===== src/rtl/execute_alu_wb_pkg.sv =====
// Shared definitions for the ALU writeback buffer: entry field widths,
// the writeback payload layout and the head-of-queue state encodings.
package execute_alu_wb_pkg;

  localparam int unsigned ROB_W  = 4;
  localparam int unsigned FID_W  = 8;
  localparam int unsigned DATA_W = 32;
  localparam int unsigned DLY_W  = 4;

  // Payload held per buffer entry (delay counter lives in its own sub-module)
  typedef struct packed {
    logic [ROB_W-1:0]  rob;
    logic [FID_W-1:0]  fid;
    logic [DATA_W-1:0] result;
  } wb_payload_t;

  // Head-of-queue view: nothing held, head still counting down, head presentable
  typedef enum logic [1:0] {
    HS_EMPTY   = 2'd0,
    HS_WAIT    = 2'd1,
    HS_PRESENT = 2'd2
  } head_state_t;

endpackage


===== src/rtl/execute_alu_wb_delay_cnt.sv =====
// Per-entry saturating commit-delay counter.
// Ports: clk/resetn (async active-low), i_load + i_load_val load a new delay,
//        i_clear zeroes the counter, o_cnt is the current (registered) count.
// Otherwise the count decrements by one per rising edge and holds at zero.
module execute_alu_wb_delay_cnt
  import execute_alu_wb_pkg::*;
(
  input  logic             clk,
  input  logic             resetn,
  input  logic             i_load,
  input  logic [DLY_W-1:0] i_load_val,
  input  logic             i_clear,
  output logic [DLY_W-1:0] o_cnt
);

  logic [DLY_W-1:0] r_cnt;

  // Clear wins over load so a flush discards the entry being written
  always_ff @(posedge clk or negedge resetn) begin
    if (!resetn) begin
      r_cnt <= '0;
    end else if (i_clear) begin
      r_cnt <= '0;
    end else if (i_load) begin
      r_cnt <= i_load_val;
    end else if (r_cnt != '0) begin
      r_cnt <= r_cnt - DLY_W'(1);
    end
  end

  assign o_cnt = r_cnt;

endmodule


===== src/rtl/execute_alu_wb.sv =====
// In-order ALU writeback buffer. Each result is held for i_cmtdelay cycles
// and then presented to the ROB writeback port until accepted.
// Ports: clk, resetn (async active-low); input side i_valid/i_dst_rob/i_fid/
//        i_result/i_cmtdelay with o_ready; i_flush discards everything;
//        writeback side o_wb_valid/o_wb_dst_rob/o_wb_fid/o_wb_result with
//        i_wb_ready. Data outputs read zero while o_wb_valid is low.
// Config: define EXECUTE_ALU_WB_BYPASS_EN to present a zero-delay input in
//         the same cycle when the buffer is empty.
module execute_alu_wb
  import execute_alu_wb_pkg::*;
#(
  parameter int unsigned DEPTH = 4
) (
  input  logic              clk,
  input  logic              resetn,
  input  logic              i_valid,
  input  logic [ROB_W-1:0]  i_dst_rob,
  input  logic [FID_W-1:0]  i_fid,
  input  logic [DATA_W-1:0] i_result,
  input  logic [DLY_W-1:0]  i_cmtdelay,
  output logic              o_ready,
  input  logic              i_flush,
  output logic              o_wb_valid,
  output logic [ROB_W-1:0]  o_wb_dst_rob,
  output logic [FID_W-1:0]  o_wb_fid,
  output logic [DATA_W-1:0] o_wb_result,
  input  logic              i_wb_ready
);

  localparam int unsigned PTR_W = (DEPTH > 1) ? $clog2(DEPTH) : 1;
  localparam int unsigned CNT_W = PTR_W + 1;

  wb_payload_t      r_mem [DEPTH];
  logic [PTR_W-1:0] r_rptr;
  logic [PTR_W-1:0] r_wptr;
  logic [CNT_W-1:0] r_count;

  logic [DLY_W-1:0] w_dly [DEPTH];
  head_state_t      w_head_state;
  wb_payload_t      w_head;
  logic             w_byp;
  logic             w_enq;
  logic             w_deq;

  // One saturating delay counter per storage slot
  for (genvar gi = 0; gi < DEPTH; gi++) begin : g_dly
    execute_alu_wb_delay_cnt u_dly (
      .clk        (clk),
      .resetn     (resetn),
      .i_load     (w_enq && (r_wptr == PTR_W'(gi))),
      .i_load_val (i_cmtdelay),
      .i_clear    (i_flush),
      .o_cnt      (w_dly[gi])
    );
  end

  assign w_head = r_mem[r_rptr];

  // Head-of-queue decode from occupancy and the head's delay counter
  always_comb begin
    w_head_state = HS_EMPTY;
    if (r_count != '0) begin
      w_head_state = (w_dly[r_rptr] == '0) ? HS_PRESENT : HS_WAIT;
    end
  end

`ifdef EXECUTE_ALU_WB_BYPASS_EN
  assign w_byp = (w_head_state == HS_EMPTY) && i_valid && (i_cmtdelay == '0) && !i_flush;
`else
  assign w_byp = 1'b0;
`endif

  // Full test uses occupancy only, so no path from i_wb_ready to o_ready
  assign o_ready = (r_count < CNT_W'(DEPTH));

  // A bypassed input accepted the same cycle never enters the buffer
  assign w_enq = i_valid && o_ready && !i_flush && !(w_byp && i_wb_ready);
  assign w_deq = (w_head_state == HS_PRESENT) && i_wb_ready && !i_flush;

  // Writeback presentation; zero data whenever nothing is presented
  always_comb begin
    o_wb_valid   = 1'b0;
    o_wb_dst_rob = '0;
    o_wb_fid     = '0;
    o_wb_result  = '0;
    if (w_head_state == HS_PRESENT) begin
      o_wb_valid   = 1'b1;
      o_wb_dst_rob = w_head.rob;
      o_wb_fid     = w_head.fid;
      o_wb_result  = w_head.result;
    end else if (w_byp) begin
      o_wb_valid   = 1'b1;
      o_wb_dst_rob = i_dst_rob;
      o_wb_fid     = i_fid;
      o_wb_result  = i_result;
    end
  end

  // Payload storage; contents are only observed through valid-gated outputs
  always_ff @(posedge clk) begin
    if (w_enq) begin
      r_mem[r_wptr] <= '{rob: i_dst_rob, fid: i_fid, result: i_result};
    end
  end

  // Pointers wrap naturally since DEPTH is a power of two
  always_ff @(posedge clk or negedge resetn) begin
    if (!resetn) begin
      r_rptr  <= '0;
      r_wptr  <= '0;
      r_count <= '0;
    end else if (i_flush) begin
      r_rptr  <= '0;
      r_wptr  <= '0;
      r_count <= '0;
    end else begin
      if (w_enq) r_wptr <= r_wptr + PTR_W'(1);
      if (w_deq) r_rptr <= r_rptr + PTR_W'(1);
      r_count <= r_count + CNT_W'(w_enq) - CNT_W'(w_deq);
    end
  end

endmodule


===== config.mk =====
export PLATFORM = sky130hd
export DESIGN_NAME = execute_alu_wb
export DESIGN_NICKNAME = d
export VERILOG_FILES = /design/src/rtl/execute_alu_wb_pkg.sv /design/src/rtl/execute_alu_wb_delay_cnt.sv /design/src/rtl/execute_alu_wb.sv
export SDC_FILE = /design/constraint.sdc
export NUM_CORES = 1
export LEC_CHECK = 0
export CAP_MARGIN = 20
export CORE_MARGIN = 5
export CORE_UTILIZATION = 45
export CTS_CLUSTER_DIAMETER = 150
export DETAILED_ROUTE_END_ITERATION = 8
export PLACE_DENSITY = 0.75
export SLEW_MARGIN = 20
export SYNTH_ARGS = -nofsm -noshare
export SYNTH_HDL_FRONTEND = slang
export SYNTH_SLANG_ARGS = --single-unit
export TNS_END_PERCENT = 20

===== constraint.sdc =====
create_clock -name clk -period 6.6 [get_ports clk]
set_clock_uncertainty 0.05 [all_clocks]
set_input_delay 1.32 -clock clk [delete_from_list [all_inputs] [get_ports clk]]
set_output_delay 1.32 -clock clk [all_outputs]
set_load 0.02 [all_outputs]

==> results.md, run 1 <==
- Number of buffer cells added on primary ports: 98
- HPWL after detailed placement: 10.4 mm
- Slew at the pin closest to its max-slew limit: 0.956 ns
- Count of unique library cells instantiated by Yosys: 38
- Number of register bits inferred by synthesis: 199
- First-pass GRT wire length: 26.9 mm
- Quantity of gates resized following cts: 0
- Initial DRC count: 322
- Category of the worst setup path launch point: flop
- Top cell family by delay on the critical path: buffers and inverters
- Commonest non-fill, non-tap cells in the layout: edfxtp_1 (176), clkdlybuf4s50_1 (97), mux4_2 (45), nor3b_2 (39)
- Clk Latency, worst-skew pair: 0.42 ns
- Die extent in x: 147 um
- CP Cell Sequence: or4_1 -> mux4_2 -> buf_4 -> nor3b_2 -> clkdlybuf4s50_1
- Initial Util: 45.5%
- Bufs and invs on worst path: 2
- Clk root buf: clkbuf_16
- Summed area of non-filler cells in the final layout: 0.0102 mm^2
- Total DRC errors in the routed layout: 0
- Number of clock buffers inserted by TritonCTS: 17
- Via count of the first global-routing pass: 4,898
- Power Total: 0.00372 W
- Number of primary I/O pins: 99
- Highest cell delay on the worst timing path: 0.78 ns
- Proportion of synthesized chip area in sequential cells: 69.0%
- Vias post-DR: 4,510
- Flop2flop setup slack: 3.41 ns
- Row Count: 50
- Post-layout utilization of the core: 54.9%
- Async set-or-reset flop fraction in the synthesized netlist: 11.6%
- Residual antenna-violating net count after detailed routing: 0
- GRT overflow: 0
- Pwr/cell area: 363 mW/mm^2
- CTS sink cnt: 199
- Number of nets in the layout: 617
- Gpl congestion: 0.759
- Aggregate negative setup slack: 0 ns
- Maximum buffer depth of the clock tree: 2
- Type of the tightest min-delay check: flop to flop
- Slew HR: 36.3%
- DIE AREA: 0.0217 mm^2
- Number of flops mapped to enable cells by yosys: 176
- Largest net degree at the start of global routing: 52
- Status: completed
- Final-layout fill cell count: 1,408
- Max Cap Viol: 0
- Final max-slew violation count: 0
- Worst Setup End Kind: primary output
- Post-layout minimum cycle time: 4.88 ns
- Clock slew at the register clock pins of the worst setup and hold paths: 0.07 ns
- Worst path slowest cell: mux4_2
- Most instantiated flip-flop cell in the synthesis netlist: edfxtp_1
- Dpl ws: 2.16 ns
- Minimum setup slack in the final design: 1.72 ns
- GRT Overall Usage: 16.1%
- Maximum fanout count along the critical path: 28
- Highest attainable clock frequency: 0.205 GHz
- Buffer count from post-CTS setup fixing: 0
- Fraction of the cycle the final worst path needs: 74.0%
- Unrepaired setup endpoints after global routing: false
- Drt total wl: 16.9 mm
- Post-Synthesis Mean Instance Area: 18.8 um^2
- Count of warnings emitted by yosys: 0
- Post-DR vias/cell: 5.64
- H-tree Lvls: 4
- DRT Pass-1 Iters: 7
- Highest ir drop seen on vdd: 0.197 mV
- Final number of setup-violating endpoints: 0
- Core outline area: 0.0186 mm^2
- # diodes: 0
- Final Hold Fails: 0
- Mapped Area: 0.00849 mm^2
- Worst Path Arrival: 3.51 ns
- Commonest non-fill, non-tap cell in the layout: edfxtp_1
- Leakage Power: 3.27 nW
- Fraction of final layout cells sized beyond drive strength 1: 25.1%
- Number of hold-repair buffers added at the cts stage: 0
- Syn-to-layout area delta: 20.6%
- Synthesized instance count: 452
- Data required time of the worst path: 5.23 ns
- Vert. Die Dim: 147 um
- Synthesized net count: 516
- Worst setup path category: flop to primary output
- WL/cell: 21.1 um
- Number of antenna violations at the first check in global routing: 0
- TritonCTS clock tree: built
- Total cell area at the placement stage: 0.00968 mm^2
-- synthesized netlist by cell type (5+ instances only) --
cell type  count  area (um^2)
nor3b_1        5         37.5
edfxtp_1     176         5290
xor2_1         5         43.8
nand2_1       21         78.8
a21oi_1        9         45.0
clkbuf_1      16         60.1
nor3b_2       39          488
mux4_2        45         1010
inv_1         17         63.8
ha_1          10          125
nand3_1       12         60.1
o311ai_0       9         78.8
nor2_1         6         22.5
dfrtp_1       23          576
-- worst reg2reg max path, stage by stage, from the launching register on --
cell and delay [ns]:
dfrtp_4 0.41, buf_4 0.73, or2_2 0.26, o22ai_1 0.08, nor3_1 0.24, ha_1 0.27
inv_1 0.06, ha_1 0.13, inv_1 0.05, fa_1 0.37, xor2_1 0.16, and2_1 0.17
nor3_1 0.14
-- layer usage --
layer / share of wire (%) / vias to the layer above / wire length, um / GRT usage (%)
li1: - / 2028 / - / -
met1: 42 / 2318 / 7140 / 20.6
met2: 50 / 147 / 8510 / 27.3
met3: 6.1 / 17 / 1030 / 4.29
met4: 1.1 / 0 / 184 / 4.66
met5: 0 / - / 0 / 0
-- cells by family after synthesis --
family                     synth area share, %
and+or+nand+nor                           11.0
muxes                                     12.2
adders and majority gates                 1.71
buffers and inverters                     2.77
AOI/OAI and AO/OA                         2.70
DFF                                       69.0
xor gates and xnor gates                 0.619
-- cell type report --
type | count | area [um^2] | area share, %
Inverter | 17 | 63.8 | 0.623
Tap cell | 234 | 293 | 2.86
Clock inverter | 15 | 145 | 1.42
Clock buffer | 17 | 425 | 4.15
Sequential cell | 199 | 5870 | 57.3
Timing Repair Buffer | 108 | 1050 | 10.3
Multi-Input combinational cell | 210 | 2400 | 23.4
-- registers in the layout, summed over array words and instances, names as in the netlist --
| register | flops |
|---|---|
| g_dly.u_dly.o_cnt | 16 |
| r_count | 3 |
| r_mem | 176 |
| r_rptr | 2 |
| r_wptr | 2 |
-- stage by stage --
| step | hold slack, ns | std cells |
|---|---|---|
| final | 0.551 | 800 |
| after global routing | 0.617 | 800 |
| after floorplan | 0.488 | 452 |
| after detailed placement | 0.543 | 768 |
| after CTS | 0.557 | 800 |
| after global placement | 0.510 | 768 |
-- worst paths after layout --
kind,startpoint,endpoint,cells after the start
worst max-delay path,g_dly[3].u_dly.o_cnt[1],o_wb_result[20],5
worst min-delay path,r_wptr[1],r_wptr[1],2
worst max register to register,r_rptr[0],r_count[2],12
worst min register to register,r_wptr[1],r_wptr[1],2
max in group asynchronous,resetn,r_rptr[0],1
min in group asynchronous,resetn,g_dly[1].u_dly.o_cnt[1],1
-- power breakdown --
| part | switching (W) | internal [W] | leakage [nW] |
|---|---|---|---|
| Sequential | 0.0000916 | 0.00151 | 1.90 |
| Combinational | 0.000636 | 0.000492 | 1.10 |
| Clock | 0.000457 | 0.000529 | 0.277 |
(Power assumes the default switching activity.)
==> run 2, diff against run 1 <==
--- a/config.mk
+++ b/config.mk
@@ -10,7 +10,7 @@
 export CORE_UTILIZATION = 45
 export CTS_CLUSTER_DIAMETER = 150
 export DETAILED_ROUTE_END_ITERATION = 8
-export PLACE_DENSITY = 0.75
+export PLACE_DENSITY = 0.78
 export SLEW_MARGIN = 20
 export SYNTH_ARGS = -nofsm -noshare
 export SYNTH_HDL_FRONTEND = slang
==> constraint.sdc (replaced) <==
create_clock -name clk -period 4.2 [get_ports clk]
set_clock_uncertainty 0.05 [all_clocks]
set_input_delay 0.84 -clock clk [delete_from_list [all_inputs] [get_ports clk]]
set_output_delay 0.84 -clock clk [all_outputs]
set_load 0.02 [all_outputs]
==> results.md, run 2 (same netlist as run 1, synthesis figures left out) <==
- CTS sink cnt: 199
- Post-DR vias/cell: 5.68
- Minimum setup slack in the final design: 0.196 ns
- Highest attainable clock frequency: 0.250 GHz
- Data required time of the worst path: 3.31 ns
- Leakage Power: 3.31 nW
- GRT overflow: 0
- Maximum buffer depth of the clock tree: 2
- Fraction of final layout cells sized beyond drive strength 1: 25.6%
- Met3 WL: 936 um
- HPWL after detailed placement: 10.7 mm
- Slew at the pin closest to its max-slew limit: 0.759 ns
- Type of the tightest min-delay check: input port to async pin
- Summed area of non-filler cells in the final layout: 0.0103 mm^2
- Gpl congestion: 0.853
- Vert. Die Dim: 147 um
- Initial DRC count: 374
- Residual antenna-violating net count after detailed routing: 0
- Clock power frac: 26.8%
- Aggregate negative setup slack: 0 ns
- Largest net degree at the start of global routing: 51
- Final-layout fill cell count: 1,408
- Core outline area: 0.0186 mm^2
- Flop2flop setup slack: 1.08 ns
- Top register by number of flip-flops: r_mem
- Fraction of the cycle the final worst path needs: 95.3%
- Clk root buf: clkbuf_16
- Pwr/cell area: 577 mW/mm^2
- Category of the worst setup path launch point: flop
- Total cell area at the placement stage: 0.00973 mm^2
- Internal power: 0.00404 W
- Number of antenna violations at the first check in global routing: 0
- Worst Path Arrival: 3.11 ns
- Max reg flops: 176
- Worst setup path category: flop to primary output
- Status: completed
- Clk Latency, worst-skew pair: 0.43 ns
- Net Sw Power: 0.00192 W
- H-tree Lvls: 4
- Quantity of gates resized following cts: 0
- DRT Pass-1 Iters: 5
- Drt total wl: 17.1 mm
- # diodes: 0
- Switch share: 32.2%
- TritonCTS clock tree: built
- Via count of the first global-routing pass: 4,927
- Clock slew at the register clock pins of the worst setup and hold paths: 0.07 ns
- Slew HR: 48.9%
- Part of the total power dissipated in combinational logic: 30.6%
- GRT Overall Usage: 16.3%
- Row Count: 50
- Final Hold Fails: 0
- Post-layout minimum cycle time: 4.00 ns
- Commonest non-fill, non-tap cell in the layout: edfxtp_1
- Unrepaired setup endpoints after global routing: false
- Power Total: 0.00596 W
- Maximum fanout count along the critical path: 35
- M1 WL: 7.20 mm
- Worst hold slack after final layout: 0.350 ns
- WL/cell: 21.3 um
- Worst Setup End Kind: primary output
- Final number of setup-violating endpoints: 0
- Max Cap Viol: 0
- Number of clock buffers inserted by TritonCTS: 17
- Top routing layer in use: met4
- Final max-slew violation count: 0
- WL met2: 8.65 mm
- Initial Util: 45.5%
- Number of nets in the layout: 621
- Reg2Reg Capture Point: r_count[2]
- Number of buffer cells added on primary ports: 98
- Vias post-DR: 4,568
- Commonest non-fill, non-tap cells in the layout: edfxtp_1 (176), clkdlybuf4s50_1 (97), mux4_2 (45), nor3b_2 (39)
- Highest ir drop seen on vdd: 0.332 mV
- Dpl ws: 0.490 ns
- Part of the power in registers: 42.6%
- Count of cells along the worst register-to-register path: 12
- Die extent in x: 147 um
- Reg-to-reg critical path startpoint: r_rptr[0]
- Number of primary I/O pins: 99
- DIE AREA: 0.0217 mm^2
- Syn-to-layout area delta: 21.7%
- First-pass GRT wire length: 27.3 mm
- Total DRC errors in the routed layout: 0
## run 2: changes by cell type in the layout (fill, tap and decap cells not counted), sizes merged
| cell | previous run | this run |
|---|---|---|
| buf | 11 | 15 |
| clkinvlp | 2 | 1 |
| inv | 22 | 23 |
## run 2: worst max-delay path by stage
stage	from	endpoint	slack, ns	depth (start not counted)
after CTS	g_dly[3].u_dly.o_cnt[1]	o_wb_dst_rob[3]	0.19	5
after global placement	g_dly[3].u_dly.o_cnt[1]	o_wb_result[11]	0.51	5
final	g_dly[3].u_dly.o_cnt[1]	o_wb_dst_rob[3]	0.20	5
after floorplan	g_dly[3].u_dly.o_cnt[1]	o_wb_dst_rob[0]	1.22	4
after detailed placement	g_dly[1].u_dly.o_cnt[2]	o_wb_result[27]	0.49	5
after global routing	g_dly[3].u_dly.o_cnt[1]	o_wb_dst_rob[3]	0.05	5
## run 2: power groups by stage
stage	clock network, W	logic [W]	registers (W)
finish	0.00160	0.00182	0.00254
detailed placement	0	0.00181	0.00258
floorplan	0	0.00135	0.00251
global route	0.00171	0.00196	0.00256
global placement	0	0.00174	0.00255
CTS	0.00163	0.00184	0.00253
## run 2: what timing repair did
action                                  in CTS  in global routing
endpoints found under the setup margin       2                  0
setup buffers                                2                  0
hold buffers                                 0                  0
## run 2: cell type report
cell class / count / area (um^2) / area share (%)
Inverter: 17 / 63.8 / 0.618
Timing Repair Buffer: 112 / 1120 / 10.8
Tap cell: 234 / 293 / 2.83
Clock buffer: 17 / 425 / 4.12
Clock inverter: 15 / 165 / 1.60
Sequential cell: 199 / 5870 / 56.8
Multi-Input combinational cell: 210 / 2400 / 23.2
## run 2: worst max-delay path: stages (launching register included)
cell and delay, ns:
dfrtp_1 0.43, or4_1 0.57, mux4_2 0.59, buf_12 0.22, nor3b_1 0.22, clkdlybuf4s50_1 0.64
## run 2: metal layers
metal / up-vias / track usage, %
met2: 155 / 27.1
met3: 23 / 4.47
li1: 2036 / -
met4: 0 / 5.31
met1: 2354 / 21.0
met5: - / 0
## run 2: per-stage QoR
step | util, % | instances
floorplan | - | 452
global placement | 52.2 | 770
detailed placement | 52.2 | 770
CTS | 55.4 | 804
global route | 55.4 | 804
finish | 55.4 | 804
==> run 3, diff against run 2 <==
--- a/config.mk
+++ b/config.mk
@@ -6,6 +6,7 @@
 export NUM_CORES = 1
 export LEC_CHECK = 0
 export CAP_MARGIN = 20
+export CORE_ASPECT_RATIO = 1.2
 export CORE_MARGIN = 5
 export CORE_UTILIZATION = 45
 export CTS_CLUSTER_DIAMETER = 150
==> results.md, run 3 (same netlist as run 1, synthesis figures left out) <==
- TritonCTS clock tree: built
- Power Total: 0.00590 W
- First-pass GRT wire length: 28.0 mm
- Final number of setup-violating endpoints: 0
- Max reg flops: 176
- WL/cell: 21.1 um
- # diodes: 0
- Final max-slew violation count: 0
- Reg2Reg Capture Point: r_count[2]
- Initial DRC count: 393
- Fraction of final layout cells sized beyond drive strength 1: 25.3%
- Maximum buffer depth of the clock tree: 2
- Clock slew at the register clock pins of the worst setup and hold paths: 0.07 ns
- Clk root buf: clkbuf_16
- GRT Overall Usage: 16.8%
- HPWL after detailed placement: 11.2 mm
- Type of the tightest min-delay check: input port to async pin
- Via count of the first global-routing pass: 4,997
- Commonest non-fill, non-tap cell in the layout: edfxtp_1
- Sequential cell area: 0.00587 mm^2
- Highest ir drop seen on vdd: 0.409 mV
- Drt total wl: 17.4 mm
- Maximum fanout count along the critical path: 6
- Worst setup path category: flop to primary output
- Area used by multi-input combinational logic: 0.00240 mm^2
- DRT Pass-1 Iters: 5
- H-tree Lvls: 4
- Highest cell delay on the worst timing path: 0.69 ns
- DIE AREA: 0.0217 mm^2
- Top register by number of flip-flops: r_mem
- Number of clock buffers inserted by TritonCTS: 17
- Quantity of gates resized following cts: 0
- Row Count: 55
- Post-DR vias/cell: 5.53
- GRT overflow: 0
- Initial Util: 45.4%
- Clk Latency, worst-skew pair: 0.42 ns
- Reg-to-reg critical path startpoint: r_rptr[1]
- Slew HR: 51.2%
- Number of primary I/O pins: 99
- CTS sink cnt: 199
- Total DRC errors in the routed layout: 0
- Dpl ws: 0.472 ns
- Slew at the pin closest to its max-slew limit: 0.732 ns
- Number of antenna violations at the first check in global routing: 0
- Final Hold Fails: 0
- Final-layout fill cell count: 1,470
- Commonest non-fill, non-tap cells in the layout: edfxtp_1 (176), clkdlybuf4s50_1 (97), mux4_2 (45), nor3b_2 (39)
- Minimum setup slack in the final design: 0.180 ns
- Core outline area: 0.0187 mm^2
- Vias post-DR: 4,571
- Pwr/cell area: 570 mW/mm^2
- Summed area of non-filler cells in the final layout: 0.0103 mm^2
- Flop2flop setup slack: 1.18 ns
- Category of the worst setup path launch point: flop
- Number of nets in the layout: 621
- Number of standard cells in the layout, taps in and fillers out: 826
- Worst Path Arrival: 3.13 ns
- Number of buffer cells added on primary ports: 98
- Unrepaired setup endpoints after global routing: false
- Leakage Power: 3.29 nW
- Vert. Die Dim: 160 um
- Syn-to-layout area delta: 21.9%
- Residual antenna-violating net count after detailed routing: 0
- Data required time of the worst path: 3.31 ns
- Worst path slowest cell: clkdlybuf4s50_1
- Fraction of the cycle the final worst path needs: 95.7%
- Total cell area at the placement stage: 0.00978 mm^2
- CP Cell Sequence: or4_1 -> mux4_2 -> buf_4 -> nor3b_1 -> clkdlybuf4s50_1
- Gpl congestion: 0.849
- Largest net degree at the start of global routing: 51
- Status: completed
- Placed cell count: 792
- Aggregate negative setup slack: 0 ns
- Worst Setup End Kind: primary output
- Die extent in x: 135 um
- Count of cells along the worst register-to-register path: 12
- Post-layout minimum cycle time: 4.02 ns
- Highest attainable clock frequency: 0.249 GHz
- Max Cap Viol: 0
[run 3: cell count changes in the layout (fill, tap and decap cells not counted)]
cell,delta
clkinvlp_4,+2
clkinv_2,+2
clkinv_8,-2
inv_6,-3
clkinv_4,-1
clkbuf_1,+1
buf_4,-2
buf_12,+2
clkinv_1,+1
[run 3: worst max-delay path by stage]
stage               slack (ns)  cells past startpoint                    start              end
floorplan                 1.22                      4  g_dly[3].u_dly.o_cnt[1]  o_wb_dst_rob[0]
global placement          0.51                      5  g_dly[3].u_dly.o_cnt[1]   o_wb_result[9]
detailed placement        0.47                      5  g_dly[3].u_dly.o_cnt[0]      o_wb_fid[7]
CTS                      0.007                      5  g_dly[3].u_dly.o_cnt[1]      o_wb_fid[7]
global route             0.008                      5  g_dly[3].u_dly.o_cnt[0]      o_wb_fid[7]
finish                    0.18                      5  g_dly[3].u_dly.o_cnt[0]  o_wb_dst_rob[1]
[run 3: final cells by class]
| type | instances | share of cell area, % |
|---|---|---|
| sequential | 199 | 56.7 |
| clock inverter | 14 | 1.22 |
| multi-input combinational | 210 | 23.2 |
| clock buffer | 18 | 4.15 |
| inverter | 17 | 0.617 |
| timing repair buffer | 112 | 11.1 |
| tap | 256 | 3.10 |
[run 3: worst max-delay path, delay by kind of cell, from the launching register on]
family                 cells  cell delay [ns]
buffers and inverters      2             0.86
DFF                        1             0.44
muxes                      1             0.56
and+or+nand+nor            2             0.85
[run 3: repair_timing]
item	4_1_cts	5_1_grt
setup endpoints to repair	0	9
hold buffers	0	0
buffers inserted	0	2
[run 3: per-stage QoR]
| step | hold WS [ns] | utilization (%) |
|---|---|---|
| 6_report | 0.361 | 55.3 |
| 5_1_grt | 0.374 | 55.3 |
| 4_1_cts | 0.556 | 55.2 |
| 3_5_place_dp | 0.541 | 52.3 |
| 3_3_place_gp | 0.511 | 52.3 |
| 2_1_floorplan | 0.488 | - |
[run 3: per-layer routing]
metal / wire (um) / GRT usage, %
met5: 0 / 0
met4: 331 / 5.68
met3: 1260 / 5.04
met2: 8970 / 28.1
met1: 6870 / 21.0
[run 3: report_power, final]
part / switching, W / leakage (nW) / internal (W) / total (W)
registers: 0.000169 / 1.90 / 0.00237 / 0.00254
clock network: 0.000705 / 0.266 / 0.000822 / 0.00153
logic: 0.000991 / 1.13 / 0.000838 / 0.00183
